File: src/rtl/seven_seg_pkg.sv
// rtl/seven_seg_pkg.sv - shared seven-segment code table, nibble codes and frame FSM states
package seven_seg_pkg;

    // Active-low segment codes, bit6=a ... bit0=g
    localparam logic [6:0] SEG_0     = 7'b0000001;
    localparam logic [6:0] SEG_1     = 7'b1001111;
    localparam logic [6:0] SEG_2     = 7'b0010010;
    localparam logic [6:0] SEG_3     = 7'b0000110;
    localparam logic [6:0] SEG_4     = 7'b1001100;
    localparam logic [6:0] SEG_5     = 7'b0100100;
    localparam logic [6:0] SEG_6     = 7'b0100000;
    localparam logic [6:0] SEG_7     = 7'b0001111;
    localparam logic [6:0] SEG_8     = 7'b0000000;
    localparam logic [6:0] SEG_9     = 7'b0001100;
    localparam logic [6:0] SEG_BLANK = 7'b1111111;

    localparam logic [3:0] NIB_BLANK   = 4'hF;
    localparam logic [3:0] NIB_INVALID = 4'hE;

    typedef enum logic [1:0] {
        IDLE    = 2'd0,
        COLLECT = 2'd1,
        PRESENT = 2'd2
    } frame_state_t;

endpackage

File: src/rtl/seven_seg_pattern_decoder.sv
// rtl/seven_seg_pattern_decoder.sv - segment pattern to decimal nibble, inverse of the decimal driver
module seven_seg_pattern_decoder
    import seven_seg_pkg::*;
(
    input  logic [6:0] seg_in,
    output logic [3:0] nibble,
    output logic       invalid
);

    always_comb begin
        nibble  = NIB_INVALID;
        invalid = 1'b0;
        case (seg_in)
            SEG_0:     nibble = 4'd0;
            SEG_1:     nibble = 4'd1;
            SEG_2:     nibble = 4'd2;
            SEG_3:     nibble = 4'd3;
            SEG_4:     nibble = 4'd4;
            SEG_5:     nibble = 4'd5;
            SEG_6:     nibble = 4'd6;
            SEG_7:     nibble = 4'd7;
            SEG_8:     nibble = 4'd8;
            SEG_9:     nibble = 4'd9;
            SEG_BLANK: nibble = NIB_BLANK;
            default:   invalid = 1'b1;
        endcase
    end

endmodule

File: src/rtl/seven_seg_scan_reader.sv
// rtl/seven_seg_scan_reader.sv - samples a scanned seven-segment bus and presents one decoded frame per scan
module seven_seg_scan_reader
    import seven_seg_pkg::*;
#(
    parameter int DIGITS         = 4,
    parameter int STABLE_CYCLES  = 4,
    parameter int TIMEOUT_CYCLES = 1024
) (
    input  logic                  clk,
    input  logic                  rst,
    input  logic [6:0]            seg_in,
    input  logic [DIGITS-1:0]     digit_en,
    output logic [4*DIGITS-1:0]   bcd_out,
    output logic [DIGITS-1:0]     err_mask,
    output logic                  frame_valid,
    input  logic                  frame_ready,
    output logic                  timeout_pulse
);

    localparam int IDX_W = (DIGITS > 1) ? $clog2(DIGITS) : 1;
    localparam int SCW   = $clog2(STABLE_CYCLES + 1);
    localparam int TCW   = $clog2(TIMEOUT_CYCLES + 1);
    localparam logic [SCW-1:0]   SC_MAX   = SCW'(STABLE_CYCLES);
    localparam logic [SCW-1:0]   SC_ARM   = SCW'(STABLE_CYCLES - 1);
    localparam logic [TCW-1:0]   TC_LAST  = TCW'(TIMEOUT_CYCLES - 1);
    localparam logic [IDX_W-1:0] LAST_IDX = IDX_W'(DIGITS - 1);

    logic [DIGITS-1:0]   prev_en;
    logic [6:0]          prev_seg;
    logic [SCW-1:0]      stab_cnt;
    logic                strobe, same, capture;
    logic [IDX_W-1:0]    cap_idx;
    logic [3:0]          nibble;
    logic                invalid;

    frame_state_t        state, state_next;
    logic [IDX_W-1:0]    expect_idx, expect_next;
    logic [TCW-1:0]      tcnt, tcnt_next;
    logic                store, load, tout;
    logic [4*DIGITS-1:0] shadow_bcd, frame_bcd;
    logic [DIGITS-1:0]   shadow_err, frame_err;

    seven_seg_pattern_decoder u_decoder (
        .seg_in  (seg_in),
        .nibble  (nibble),
        .invalid (invalid)
    );

    always_comb begin
        strobe  = (digit_en != '0) && ((digit_en & (digit_en - DIGITS'(1))) == '0);
        same    = (digit_en == prev_en) && (seg_in == prev_seg);
        // Fires on the cycle the count steps to STABLE_CYCLES, so only once per unchanged strobe
        capture = strobe && same && (stab_cnt == SC_ARM);
        cap_idx = '0;
        for (int i = 0; i < DIGITS; i++) begin
            if (digit_en[i]) cap_idx = IDX_W'(i);
        end
    end

    always_ff @(posedge clk or posedge rst) begin
        if (rst) begin
            prev_en  <= '0;
            prev_seg <= '0;
            stab_cnt <= '0;
        end else begin
            prev_en  <= digit_en;
            prev_seg <= seg_in;
            if (!strobe)                stab_cnt <= '0;
            else if (!same)             stab_cnt <= SCW'(1);
            else if (stab_cnt != SC_MAX) stab_cnt <= stab_cnt + SCW'(1);
        end
    end

    // Complete frame as it would look with the current capture merged in
    always_comb begin
        frame_bcd = shadow_bcd;
        frame_err = shadow_err;
        frame_bcd[{cap_idx, 2'b00} +: 4] = nibble;
        frame_err[cap_idx] = invalid;
    end

    always_comb begin
        state_next  = state;
        expect_next = expect_idx;
        tcnt_next   = tcnt;
        store       = 1'b0;
        load        = 1'b0;
        tout        = 1'b0;
        case (state)
            IDLE: begin
                tcnt_next = '0;
                if (capture && cap_idx == '0) begin
                    store = 1'b1;
                    if (DIGITS == 1) begin
                        load       = 1'b1;
                        state_next = PRESENT;
                    end else begin
                        expect_next = IDX_W'(1);
                        state_next  = COLLECT;
                    end
                end
            end
            COLLECT: begin
                if (capture) begin
                    tcnt_next = '0;
                    if (cap_idx == expect_idx) begin
                        store = 1'b1;
                        if (expect_idx == LAST_IDX) begin
                            load       = 1'b1;
                            state_next = PRESENT;
                        end else begin
                            expect_next = expect_idx + IDX_W'(1);
                        end
                    end else if (cap_idx == '0) begin
                        store       = 1'b1;
                        expect_next = IDX_W'(1);
                    end else begin
                        state_next = IDLE;
                    end
                end else if (tcnt == TC_LAST) begin
                    tcnt_next  = '0;
                    tout       = 1'b1;
                    state_next = IDLE;
                end else begin
                    tcnt_next = tcnt + TCW'(1);
                end
            end
            PRESENT: begin
                if (frame_ready) state_next = IDLE;
            end
            default: state_next = IDLE;
        endcase
    end

    always_ff @(posedge clk or posedge rst) begin
        if (rst) begin
            state      <= IDLE;
            expect_idx <= '0;
            tcnt       <= '0;
        end else begin
            state      <= state_next;
            expect_idx <= expect_next;
            tcnt       <= tcnt_next;
        end
    end

    always_ff @(posedge clk or posedge rst) begin
        if (rst) begin
            shadow_bcd    <= '0;
            shadow_err    <= '0;
            bcd_out       <= '0;
            err_mask      <= '0;
            timeout_pulse <= 1'b0;
        end else begin
            timeout_pulse <= tout;
            if (store) begin
                shadow_bcd <= frame_bcd;
                shadow_err <= frame_err;
            end
            if (load) begin
                bcd_out  <= frame_bcd;
                err_mask <= frame_err;
            end
        end
    end

    assign frame_valid = (state == PRESENT);

endmodule

File: config.mk
export PLATFORM = sky130hd
export DESIGN_NAME = seven_seg_scan_reader
export DESIGN_NICKNAME = d
export VERILOG_FILES = /design/src/rtl/seven_seg_pkg.sv /design/src/rtl/seven_seg_pattern_decoder.sv /design/src/rtl/seven_seg_scan_reader.sv
export SDC_FILE = /design/constraint.sdc
export NUM_CORES = 1
export LEC_CHECK = 0
export CORE_ASPECT_RATIO = 1.75
export CORE_UTILIZATION = 50
export CTS_CLUSTER_DIAMETER = 200
export CTS_CLUSTER_SIZE = 30
export DETAILED_ROUTE_END_ITERATION = 10
export GPL_TIMING_DRIVEN = 0
export HOLD_SLACK_MARGIN = 0.08
export PLACE_DENSITY = 0.71
export SLEW_MARGIN = 20
export SYNTH_ARGS = -nofsm -noshare
export SYNTH_HDL_FRONTEND = slang
export SYNTH_SLANG_ARGS = --single-unit
File: constraint.sdc
create_clock -name clk -period 3.7 [get_ports clk]
set_input_delay 0.37 -clock clk [delete_from_list [all_inputs] [get_ports clk]]
set_output_delay 0.37 -clock clk [all_outputs]
set_load 0.02 [all_outputs]
==> results of run 1 <==
-- kinds of logic (layout without fill, tap and decap cells) --
| family | after synthesis | in the layout |
|---|---|---|
| simple gates | 124 | 124 |
| compound gates | 94 | 94 |
| flops | 70 | 70 |
| buf+inv | 48 | 100 |
| xor+xnor | 14 | 14 |
| fa+ha+maj | 10 | 10 |
| mux | 8 | 8 |
-- cell usage in the layout (no fill, tap or decap), types with 13 or more instances in the layout --
| cell type | n |
|---|---|
| sky130_fd_sc_hd__dfrtp_1 | 70 |
| sky130_fd_sc_hd__clkdlybuf4s50_1 | 35 |
| sky130_fd_sc_hd__nor2_1 | 30 |
| sky130_fd_sc_hd__inv_1 | 25 |
| sky130_fd_sc_hd__nand2_1 | 21 |
| sky130_fd_sc_hd__o21a_1 | 14 |
| sky130_fd_sc_hd__nand3_1 | 13 |
| sky130_fd_sc_hd__a22o_1 | 13 |
-- state kept, by name, indices dropped and copies added, names as in the netlist --
signal,cells
bcd_out,16
shadow_bcd,16
tcnt,11
prev_seg,7
err_mask,4
prev_en,4
shadow_err,4
stab_cnt,3
expect_idx,2
state,2
timeout_pulse,1
-- layout make-up --
| type | count | share of cell area |
|---|---|---|
| multi-input cells | 250 | 0.387 |
| well taps | 86 | 0.0240 |
| clock inverters | 3 | 0.00948 |
| inverters | 26 | 0.0223 |
| plain buffers | 22 | 0.0262 |
| flip-flops and latches | 70 | 0.390 |
| clock buffers | 13 | 0.0580 |
| repair buffers | 36 | 0.0825 |
-- worst max-delay path, stage by stage --
cell	delay [ps]
sky130_fd_sc_hd__clkdlybuf4s50_1	470
sky130_fd_sc_hd__clkbuf_1	340
sky130_fd_sc_hd__xor2_1	140
sky130_fd_sc_hd__nor4_2	350
sky130_fd_sc_hd__nand3_1	260
sky130_fd_sc_hd__nor4b_2	330
sky130_fd_sc_hd__buf_4	240
sky130_fd_sc_hd__nand3_2	160
sky130_fd_sc_hd__mux2_1	350
-- layer usage --
metal,vias to the layer above,track usage,wire length (µm)
met5,-,0,0
met4,0,0.150,393
met3,27,0.0502,280
met2,77,0.394,4140
met1,1407,0.263,3240
li1,1410,-,-
-- power groups by stage --
stage	clock network, mW	logic, mW	registers [mW]
5_1_grt	0.916	0.137	0.777
6_report	0.865	0.122	0.777
2_1_floorplan	0	0.0803	0.789
3_5_place_dp	0	0.122	0.790
4_1_cts	0.883	0.123	0.776
3_3_place_gp	0	0.117	0.790
-- final timing paths --
| check | endpoint | slack, ps | depth (start not counted) |
|---|---|---|---|
| min in group clk | tcnt[10] | 490 | 1 |
| max in group asynchronous | shadow_err[1] | 2740 | 3 |
| worst max register to register | tcnt[5] | 1260 | 8 |
| worst max-delay path | shadow_err[2] | 890 | 9 |
| worst min register to register | tcnt[10] | 490 | 1 |
| worst min-delay path | tcnt[3] | 420 | 2 |
-- per-stage QoR --
step / power, mW / area, µm² / hold slack (ps) / instances / utilization
finish: 1.76 / 4490 / 417 / 506 / 0.625
global route: 1.83 / 4490 / 469 / 506 / 0.625
CTS: 1.78 / 4490 / 427 / 506 / 0.625
detailed placement: 0.912 / 4180 / 475 / 490 / 0.583
global placement: 0.907 / 4160 / 460 / 489 / 0.579
floorplan: 0.870 / 3700 / 401 / 368 / -
==> metrics.md, run 1 <==
| Metric | Value |
|---|---|
| Result of the run | `complete, no violations` |
| Shortest period the worst path allows | `2810 ps` |
| Maximum number of pins on one net before global-route repair | `39` |
| Worst setup path class | `primary input to register` |
| Die height | `116 µm` |
| Setup WS pre-CTS | `543 ps` |
| Share of the cycle needed by the critical path after routing | `0.761` |
| Worst-Margin Slew | `887 ps` |
| Internal power summed over all cells | `1.38 mW` |
| Share of synthesized area occupied by flip-flops and latches | `0.473` |
| GRT Resource Usage Total | `0.235` |
| Share of layout cells above drive strength 1 | `0.102` |
| Post-synthesis async set-or-reset flop share | `1.00` |
| Capturing element type of the critical path | `register` |
| Cell accounting for the most synthesized area | `sky130_fd_sc_hd__dfrtp_1` |
| Adder-cell share of the synthesized area | `0.0338` |
| Area contributors post-synth | `sky130_fd_sc_hd__dfrtp_1, sky130_fd_sc_hd__ha_1, sky130_fd_sc_hd__a22o_1` |
| Clock share of power | `0.491` |
| Core outline area | `7180 µm²` |
| Number of instances in the synthesized netlist | `368` |
| Net Sw Frac | `0.220` |
| Routed wire length | `8.06 mm` |
| Half-perimeter wire length after placement | `5.85 mm` |
| Count of flip-flops with a built-in enable after synthesis | `0` |
| Fraction of synthesized cell area in xor and xnor cells | `0.0331` |
| Number of detailed-routing iterations run before antenna repair | `4` |
| Worst min path class | `primary input to asynchronous set/reset pin` |
| Fraction of power consumed by combinational cells | `0.069` |
| Area of combinational cells with multiple inputs | `1740 µm²` |
| Number of levels in the clock H-tree | `3` |
| Area growth syn-to-layout | `21.1%` |
| Number of setup violations in the final report | `0` |
| Post-synthesis sequential element count | `70` |
| Total CTS buffers | `9` |
| Pwr dens | `393 nW/µm²` |
| Vias | `2921` |
| Max Fclk | `355 MHz` |
| Maximum fanout along the worst path | `10` |
| I/O pin total | `36` |
| Max Root-Sink Buffers | `2` |
| Number of design-rule violations left by the first detailed-router iteration | `157` |
| Post-Route Skew | `4.53 ps` |
| Ratio of routed vias to standard cells | `5.77` |
| CP Launch Type | `primary input` |
| DIE WIDTH | `67.1 µm` |
| Hold bufs inserted after CTS | `0` |
| DR WL/cell | `15.9 µm` |
| Count of buffers inserted at the top-level ports | `35` |
| Total Negative Setup Slacks | `0 ps` |
| Setup repair after global routing missed its margin | `no` |
| Startpoint of the lowest-slack register-to-register path | `tcnt[0]` |
| Share of the synthesized area in compound gates (AO/OA/AOI/OAI) | `0.188` |
| Netlist area before placement | `3700 µm²` |
| Synthesized net count | `392` |
| Max-slew violation count | `0` |
| Library cell used as clock root buffer | `sky130_fd_sc_hd__clkbuf_16` |
| Count of nets left with antenna violations after detail routing | `0` |
| Required time of the critical path | `3910 ps` |
| Library cell with the highest instance count after synthesis | `sky130_fd_sc_hd__dfrtp_1` |
| Slew margin rel. | `0.406` |
| WP data arrival | `3030 ps` |
| Reg power frac | `0.440` |
| Number of max-cap violations | `0` |
| Post-synthesis area per instance | `10.1 µm²` |
| Via count of the first global-routing pass | `2922` |
| Worst IR drop on VDD | `0.288 mV` |
| Crit path setup slack, layout | `885 ps` |
| Yosys warning count | `0` |
| Main combinational cell family by area after synthesis | `simple AND/OR/NAND/NOR gates` |
| Most used standard cells in the synthesized netlist | `sky130_fd_sc_hd__dfrtp_1, sky130_fd_sc_hd__nor2_1, sky130_fd_sc_hd__inv_1` |
| First element of the critical path | `seg_in[1]` |
| RD Place Congestion | `0.927` |
| TritonCTS clock tree | `yes` |
| Wire length of the first global-routing pass | `13.5 mm` |
| Post-layout nets | `439` |
| CTS-repair resized insts | `0` |
| Worst-skew pair later-pin latency | `330 ps` |
| Fill cell total of the finished layout | `621` |
| Most used DFF post-synth | `sky130_fd_sc_hd__dfrtp_1` |
| Lkg Pwr | `1.99 nW` |
| Mux contribution to synthesized area | `0.0230` |
| Switching power | `0.387 mW` |
| FF/Latch Area | `1750 µm²` |
| Buffers inserted by post-CTS timing repair | `0` |
| Overall die area | `7770 µm²` |
| Final hold violations | `0` |
| DRC errors left | `0` |
| Clock tree sinks | `70` |
| Residual overflow from global routing | `0` |
| Row count | `41` |
| Clock transition at path regs | `50 ps` |
| Area fraction in and, or, nand and nor cells after synthesis | `0.191` |
| Effective utilization at floorplan | `0.516` |
| Fraction of post-synthesis cell area in the top cell type by area | `0.473` |
| Ant diodes | `0` |
| Yosys cell types | `55` |
| Number of antenna violations at the first check in global routing | `0` |
(Power assumes the default switching activity.)
==> inputs of run 2 (changes only) <==
- PLACE_DENSITY: 0.71 -> 0.74
- clock period: 3.7 -> 2.5 ns (I/O delays scaled with it)
==> metrics.md, run 2 (synthesis results as in run 1) <==
| Metric | Value |
|---|---|
| Number of max-cap violations | `0 (unchanged)` |
| Die height | `116 µm (unchanged)` |
| Peak per-stage delay on the critical path | `420 ps (-50 ps)` |
| Total Negative Setup Slacks | `0 ps (unchanged)` |
| Number of detailed-routing iterations run before antenna repair | `4 (unchanged)` |
| Count of nets left with antenna violations after detail routing | `0 (unchanged)` |
| Overall die area | `7770 µm² (unchanged)` |
| Hold path start | `digit_en[1]` |
| TritonCTS clock tree | `yes` |
| Max Fclk | `410 MHz` |
| WP data arrival | `2650 ps (-380 ps)` |
| Worst Hold Depth | `1` |
| Max-slew violation count | `0 (unchanged)` |
| Worst-skew pair later-pin latency | `330 ps (about the same)` |
| Most common cell after layout, fill and taps aside | `sky130_fd_sc_hd__dfrtp_1` |
| Total CTS buffers | `9 (unchanged)` |
| Sum of internal, switching and leakage power | `2.68 mW (+52%)` |
| Maximum fanout along the worst path | `10 (unchanged)` |
| Cells along the critical path | `clkdlybuf4s50_1 > buf_4 > xor2_1 > nor4_2 > buf_4 > nand3_2 > nor4b_4 > buf_6 > nand3_2 > mux2_1` |
| Max Root-Sink Buffers | `2 (unchanged)` |
| Clock share of power | `0.499 (+0.008)` |
| Ant diodes | `0 (unchanged)` |
| Crit Reg-Reg Endpoint | `shadow_err[2]` |
| Fill cell total of the finished layout | `601 (-3.2%)` |
| Reg power frac | `0.429 (-0.011)` |
| DIE WIDTH | `67.1 µm (unchanged)` |
| Residual overflow from global routing | `0 (unchanged)` |
| Worst min path class | `primary input to register` |
| Worst R2R Path Depth | `8 (unchanged)` |
| DR WL/cell | `16.5 µm (+3.7%)` |
| Largest registers | `bcd_out: 16 flops, shadow_bcd: 16 flops, tcnt: 11 flops` |
| I/O pin total | `36 (unchanged)` |
| Worst-Margin Slew | `518 ps (-369 ps)` |
| Fraction of power consumed by combinational cells | `0.073 (+0.004)` |
| Share of layout cells above drive strength 1 | `0.148 (+0.0455)` |
| Half-perimeter wire length after placement | `5.80 mm (-0.95%)` |
| Worst IR drop on VDD | `0.466 mV (+62%)` |
| Share of the cycle needed by the critical path after routing | `0.976` |
| Non-Filler Instances | `512 (+1.2%)` |
| Number of antenna violations at the first check in global routing | `0 (unchanged)` |
| Required time of the critical path | `2710 ps (-1200 ps)` |
| Routed wire length | `8.46 mm (+5.0%)` |
| Lkg Pwr | `2.07 nW (+4.2%)` |
| Internal power summed over all cells | `2.10 mW (+52%)` |
| Standard cell area after detailed placement | `4190 µm² (+0.18%)` |
| Library cell used as clock root buffer | `sky130_fd_sc_hd__clkbuf_16` |
| Maximum number of pins on one net before global-route repair | `47 (+21%)` |
| Crit path setup slack, layout | `60.3 ps (-825 ps)` |
| Number of levels in the clock H-tree | `3 (unchanged)` |
| Wire length of the first global-routing pass | `13.5 mm (-0.21%)` |
| Count of buffers inserted at the top-level ports | `35 (unchanged)` |
| Hold bufs inserted after CTS | `0 (unchanged)` |
| Post-layout nets | `445 (+1.4%)` |
| Worst path depth | `10 (+1)` |
| Cell at the slowest stage of the critical path | `sky130_fd_sc_hd__clkdlybuf4s50_1` |
| Placed insts | `490 (unchanged)` |
| Reg2reg setup slack | `210 ps (-1050 ps)` |
| RD Place Congestion | `0.876 (-5.4%)` |
| Result of the run | `complete, no violations` |
| Worst hold slack | `214 ps (-204 ps)` |
| Clock tree sinks | `70 (unchanged)` |
| Via count of the first global-routing pass | `2882 (-1.4%)` |
| Final instance area | `4640 µm² (+3.3%)` |
| Number of setup violations in the final report | `0 (unchanged)` |
| Startpoint of the lowest-slack register-to-register path | `prev_seg[5]` |
| Clock transition at path regs | `50 ps (about the same)` |
| DRC errors left | `0 (unchanged)` |
| CP Buf/Inv Count | `4 (+1)` |
| Area growth syn-to-layout | `25.2%` |
| Effective utilization at floorplan | `0.516 (unchanged)` |
| Delay-heaviest family, CP | `buffers and inverters` |
| Slew margin rel. | `0.653 (+0.247)` |
| Number of design-rule violations left by the first detailed-router iteration | `186 (+18%)` |
| Vias | `3000 (+2.7%)` |
| Row count | `41 (unchanged)` |
| Setup WS pre-CTS | `-524 ps (-1070 ps)` |
| CP Launch Type | `primary input` |
| Commonest cells after routing, fill and taps aside | `sky130_fd_sc_hd__dfrtp_1, sky130_fd_sc_hd__clkdlybuf4s50_1, sky130_fd_sc_hd__nor2_1` |
| Core outline area | `7180 µm² (unchanged)` |
| Net Sw Frac | `0.218 (-0.00165)` |
| Post-route core utilization | `0.646 (+0.0209)` |
| Hold path endpoint | `prev_en[1]` |
| Switching power | `0.584 mW (+51%)` |
| GRT Resource Usage Total | `0.233 (-0.00184)` |
| Shortest period the worst path allows | `2440 ps` |
| Capturing element type of the critical path | `register` |
| Final hold violations | `0 (unchanged)` |
| Post-Route Skew | `4.84 ps (+0.310 ps)` |
| Worst setup path class | `primary input to register` |
| Pwr dens | `578 nW/µm² (+47%)` |
| Setup repair after global routing missed its margin | `yes` |
| Ratio of routed vias to standard cells | `5.86 (+1.5%)` |
## run 2: cell type report
class,count,area (µm²),area share
Clock inverter,3,40.0,0.00863
Inverter,26,100,0.0216
Multi-Input combinational cell,250,1790,0.386
Sequential cell,70,1750,0.378
Tap cell,86,108,0.0232
Clock buffer,13,280,0.0604
Timing Repair Buffer,42,427,0.0920
Buffer,22,140,0.0302
## run 2: worst max-delay path by stage
stage	startpoint	to	slack [ps]
final	seg_in[0]	shadow_err[2]	60
after global routing	seg_in[0]	shadow_err[2]	-50
after CTS	seg_in[2]	shadow_err[2]	50
after detailed placement	seg_in[1]	shadow_err[2]	-520
after global placement	rst	prev_seg[0]	-690
after floorplan	seg_in[6]	shadow_err[2]	400
## run 2: power groups by stage
stage / clock, mW / sequential [mW] / combinational (mW)
global placement: 0 / 1.17 / 0.172
floorplan: 0 / 1.17 / 0.119
CTS: 1.35 / 1.15 / 0.187
finish: 1.34 / 1.15 / 0.194
global route: 1.40 / 1.15 / 0.215
detailed placement: 0 / 1.17 / 0.183
## run 2: timing repair
action,in CTS,in global routing
setup endpoints to repair,42,41
pin swaps,2,6
setup buffers,2,3
gates cloned,0,1
resized for setup,6,24
## run 2: routing by layer
layer,up-vias,global-route usage,wire length [µm]
met4,0,0.0993,176
met1,1483,0.264,3420
met5,-,0,0
li1,1426,-,-
met3,19,0.0561,266
met2,72,0.407,4600
==> inputs of run 3 (changes only) <==
- SLEW_MARGIN: 20 -> not set
==> metrics.md, run 3 (synthesis results as in run 1) <==
| Metric | Value |
|---|---|
| Result of the run | `complete, no violations` |
| WP data arrival | `2620 ps (-30 ps)` |
| Reg2reg setup slack | `230 ps (+20 ps)` |
| Fraction of power consumed by combinational cells | `0.067 (-0.006)` |
| DRC errors left | `0 (unchanged)` |
| Commonest cells after routing, fill and taps aside | `sky130_fd_sc_hd__dfrtp_1, sky130_fd_sc_hd__clkdlybuf4s50_1, sky130_fd_sc_hd__nor2_1` |
| Post-layout nets | `442 (-0.67%)` |
| Placed insts | `489 (-0.20%)` |
| CP Launch Type | `primary input` |
| Worst setup path class | `primary input to register` |
| Most common cell after layout, fill and taps aside | `sky130_fd_sc_hd__dfrtp_1` |
| Count of buffers inserted at the top-level ports | `35 (unchanged)` |
| Worst Hold Depth | `1 (unchanged)` |
| Max Root-Sink Buffers | `2 (unchanged)` |
| Setup WS pre-CTS | `-524 ps (+0.490 ps)` |
| Routed wire length | `8.30 mm (-1.9%)` |
| GR met1 Demand/Resource | `0.266 (+0.00238)` |
| Crit path setup slack, layout | `102 ps (+41.4 ps)` |
| Count of nets left with antenna violations after detail routing | `0 (unchanged)` |
| GRT Resource Usage Total | `0.237 (+0.00360)` |
| Wire length of the first global-routing pass | `13.6 mm (+0.97%)` |
| Startpoint of the lowest-slack register-to-register path | `expect_idx[1]` |
| Clock tree sinks | `70 (unchanged)` |
| RD Place Congestion | `0.876 (unchanged)` |
| Global-route track usage on met2 | `0.412 (+0.00533)` |
| Effective utilization at floorplan | `0.516 (unchanged)` |
| Worst R2R Path Depth | `8 (unchanged)` |
| Capturing element type of the critical path | `register` |
| Slew margin rel. | `0.432 (-0.222)` |
| Global-route track usage on met3 | `0.0531 (-0.00295)` |
| Max Fclk | `417 MHz (+1.7%)` |
| Hold path start | `seg_in[1]` |
| Max-slew violation count | `0 (unchanged)` |
| Total Negative Setup Slacks | `0 ps (unchanged)` |
| Number of max-cap violations | `0 (unchanged)` |
| Residual overflow from global routing | `0 (unchanged)` |
| Core outline area | `7180 µm² (unchanged)` |
| Crit Reg-Reg Endpoint | `bcd_out[15]` |
| Non-Filler Instances | `509 (-0.59%)` |
| Share of the cycle needed by the critical path after routing | `0.959 (-0.0166)` |
| I/O pin total | `36 (unchanged)` |
| Total CTS buffers | `9 (unchanged)` |
| Die height | `116 µm (unchanged)` |
| Overall die area | `7770 µm² (unchanged)` |
| Half-perimeter wire length after placement | `5.67 mm (-2.2%)` |
| Number of levels in the clock H-tree | `3 (unchanged)` |
| Area growth syn-to-layout | `24.3%` |
| Post-Route Skew | `3.58 ps (-1.26 ps)` |
| Library cell used as clock root buffer | `sky130_fd_sc_hd__clkbuf_16` |
| Switching power | `0.601 mW (+2.9%)` |
| Vias | `2978 (-0.73%)` |
| Most heavily used metal layer in global routing | `met2` |
| Maximum number of pins on one net before global-route repair | `71 (+51%)` |
| Clock transition at path regs | `50 ps (about the same)` |
| DIE WIDTH | `67.1 µm (unchanged)` |
| Hold path endpoint | `prev_seg[1]` |
| Net Sw Frac | `0.216 (-0.00187)` |
| Reg power frac | `0.413 (-0.016)` |
| Worst IR drop on VDD | `0.451 mV (-3.3%)` |
| Clock share of power | `0.520 (+0.021)` |
| TritonCTS clock tree | `yes` |
| Shortest period the worst path allows | `2400 ps (-41.4 ps)` |
| Share of layout cells above drive strength 1 | `0.142 (-0.00604)` |
| Largest registers | `bcd_out: 16 flops, shadow_bcd: 16 flops, tcnt: 11 flops` |
| Lkg Pwr | `2.05 nW (-1.3%)` |
| Pwr dens | `604 nW/µm² (+4.5%)` |
| Required time of the critical path | `2720 ps (about the same)` |
| Final hold violations | `0 (unchanged)` |
| Worst min path class | `primary input to register` |
| Internal power summed over all cells | `2.18 mW (+4.0%)` |
| DR WL/cell | `16.3 µm (-1.3%)` |
| Number of design-rule violations left by the first detailed-router iteration | `178 (-4.3%)` |
| Row count | `41 (unchanged)` |
| Ratio of routed vias to standard cells | `5.85 (-0.15%)` |
| Number of setup violations in the final report | `0 (unchanged)` |
| Maximum fanout along the worst path | `10 (unchanged)` |
| Via count of the first global-routing pass | `2911 (+1.0%)` |
| Worst-Margin Slew | `852 ps (+334 ps)` |
| Number of antenna violations at the first check in global routing | `0 (unchanged)` |
| Ant diodes | `0 (unchanged)` |
| Worst-skew pair later-pin latency | `330 ps (about the same)` |
| Number of detailed-routing iterations run before antenna repair | `4 (unchanged)` |
run 3: area by class of cell:
cell class | count | area, µm²
Buffer | 21 | 131
Clock buffer | 9 | 225
Clock inverter | 7 | 113
Fill cell | 606 | 2580
Inverter | 26 | 100
Multi-Input combinational cell | 250 | 1780
Sequential cell | 70 | 1750
Tap cell | 86 | 108
Timing Repair Buffer | 40 | 392
run 3: power by group through the flow:
stage | sequential (mW) | combinational, mW | clock [mW]
after floorplan | 1.17 | 0.119 | 0
after global placement | 1.17 | 0.172 | 0
after detailed placement | 1.17 | 0.177 | 0
after CTS | 1.15 | 0.182 | 1.46
after global routing | 1.15 | 0.207 | 1.51
final | 1.15 | 0.185 | 1.45
run 3: how the worst max path moves through the flow:
stage	slack, ps	end	start	cells past startpoint
after floorplan	400	shadow_err[2]	seg_in[6]	8
after global placement	-690	prev_seg[0]	rst	2
after detailed placement	-520	shadow_err[2]	seg_in[1]	9
after CTS	50	bcd_out[15]	digit_en[3]	10
after global routing	-7	shadow_err[2]	seg_in[5]	10
final	100	bcd_out[15]	digit_en[3]	10
run 3: per-layer routing:
layer / routed length, µm / share of wire
met1: 3280 / 0.40
met4: 219 / 0.026
met3: 268 / 0.032
met5: 0 / 0
met2: 4530 / 0.55
run 3: stage by stage:
stage | hold WS (ps) | total power, mW | util | area [µm²]
after floorplan | 281 | 1.29 | - | 3700
after global placement | 461 | 1.34 | 0.579 | 4160
after detailed placement | 476 | 1.35 | 0.580 | 4160
after CTS | 376 | 2.79 | 0.631 | 4530
after global routing | 392 | 2.87 | 0.641 | 4600
final | 384 | 2.78 | 0.641 | 4600
run 3: worst max-delay path: stages:
cell and delay (ps):
sky130_fd_sc_hd__clkdlybuf4s50_1 420, sky130_fd_sc_hd__buf_4 180, sky130_fd_sc_hd__or4b_1 550, sky130_fd_sc_hd__a21boi_2 210
sky130_fd_sc_hd__o211ai_1 150, sky130_fd_sc_hd__nor4b_4 270, sky130_fd_sc_hd__buf_6 170, sky130_fd_sc_hd__buf_8 140
sky130_fd_sc_hd__o221ai_1 140, sky130_fd_sc_hd__o21a_1 140
run 3: repair_timing:
item | 4_1_cts | 5_1_grt
buffers inserted | 2 | 3
cloned | 0 | 0
endpoints found under the hold margin | 0 | 0
hold buffers | 0 | 0
endpoints found under the setup margin | 42 | 40
resized for setup | 5 | 15
pin swaps | 2 | 3
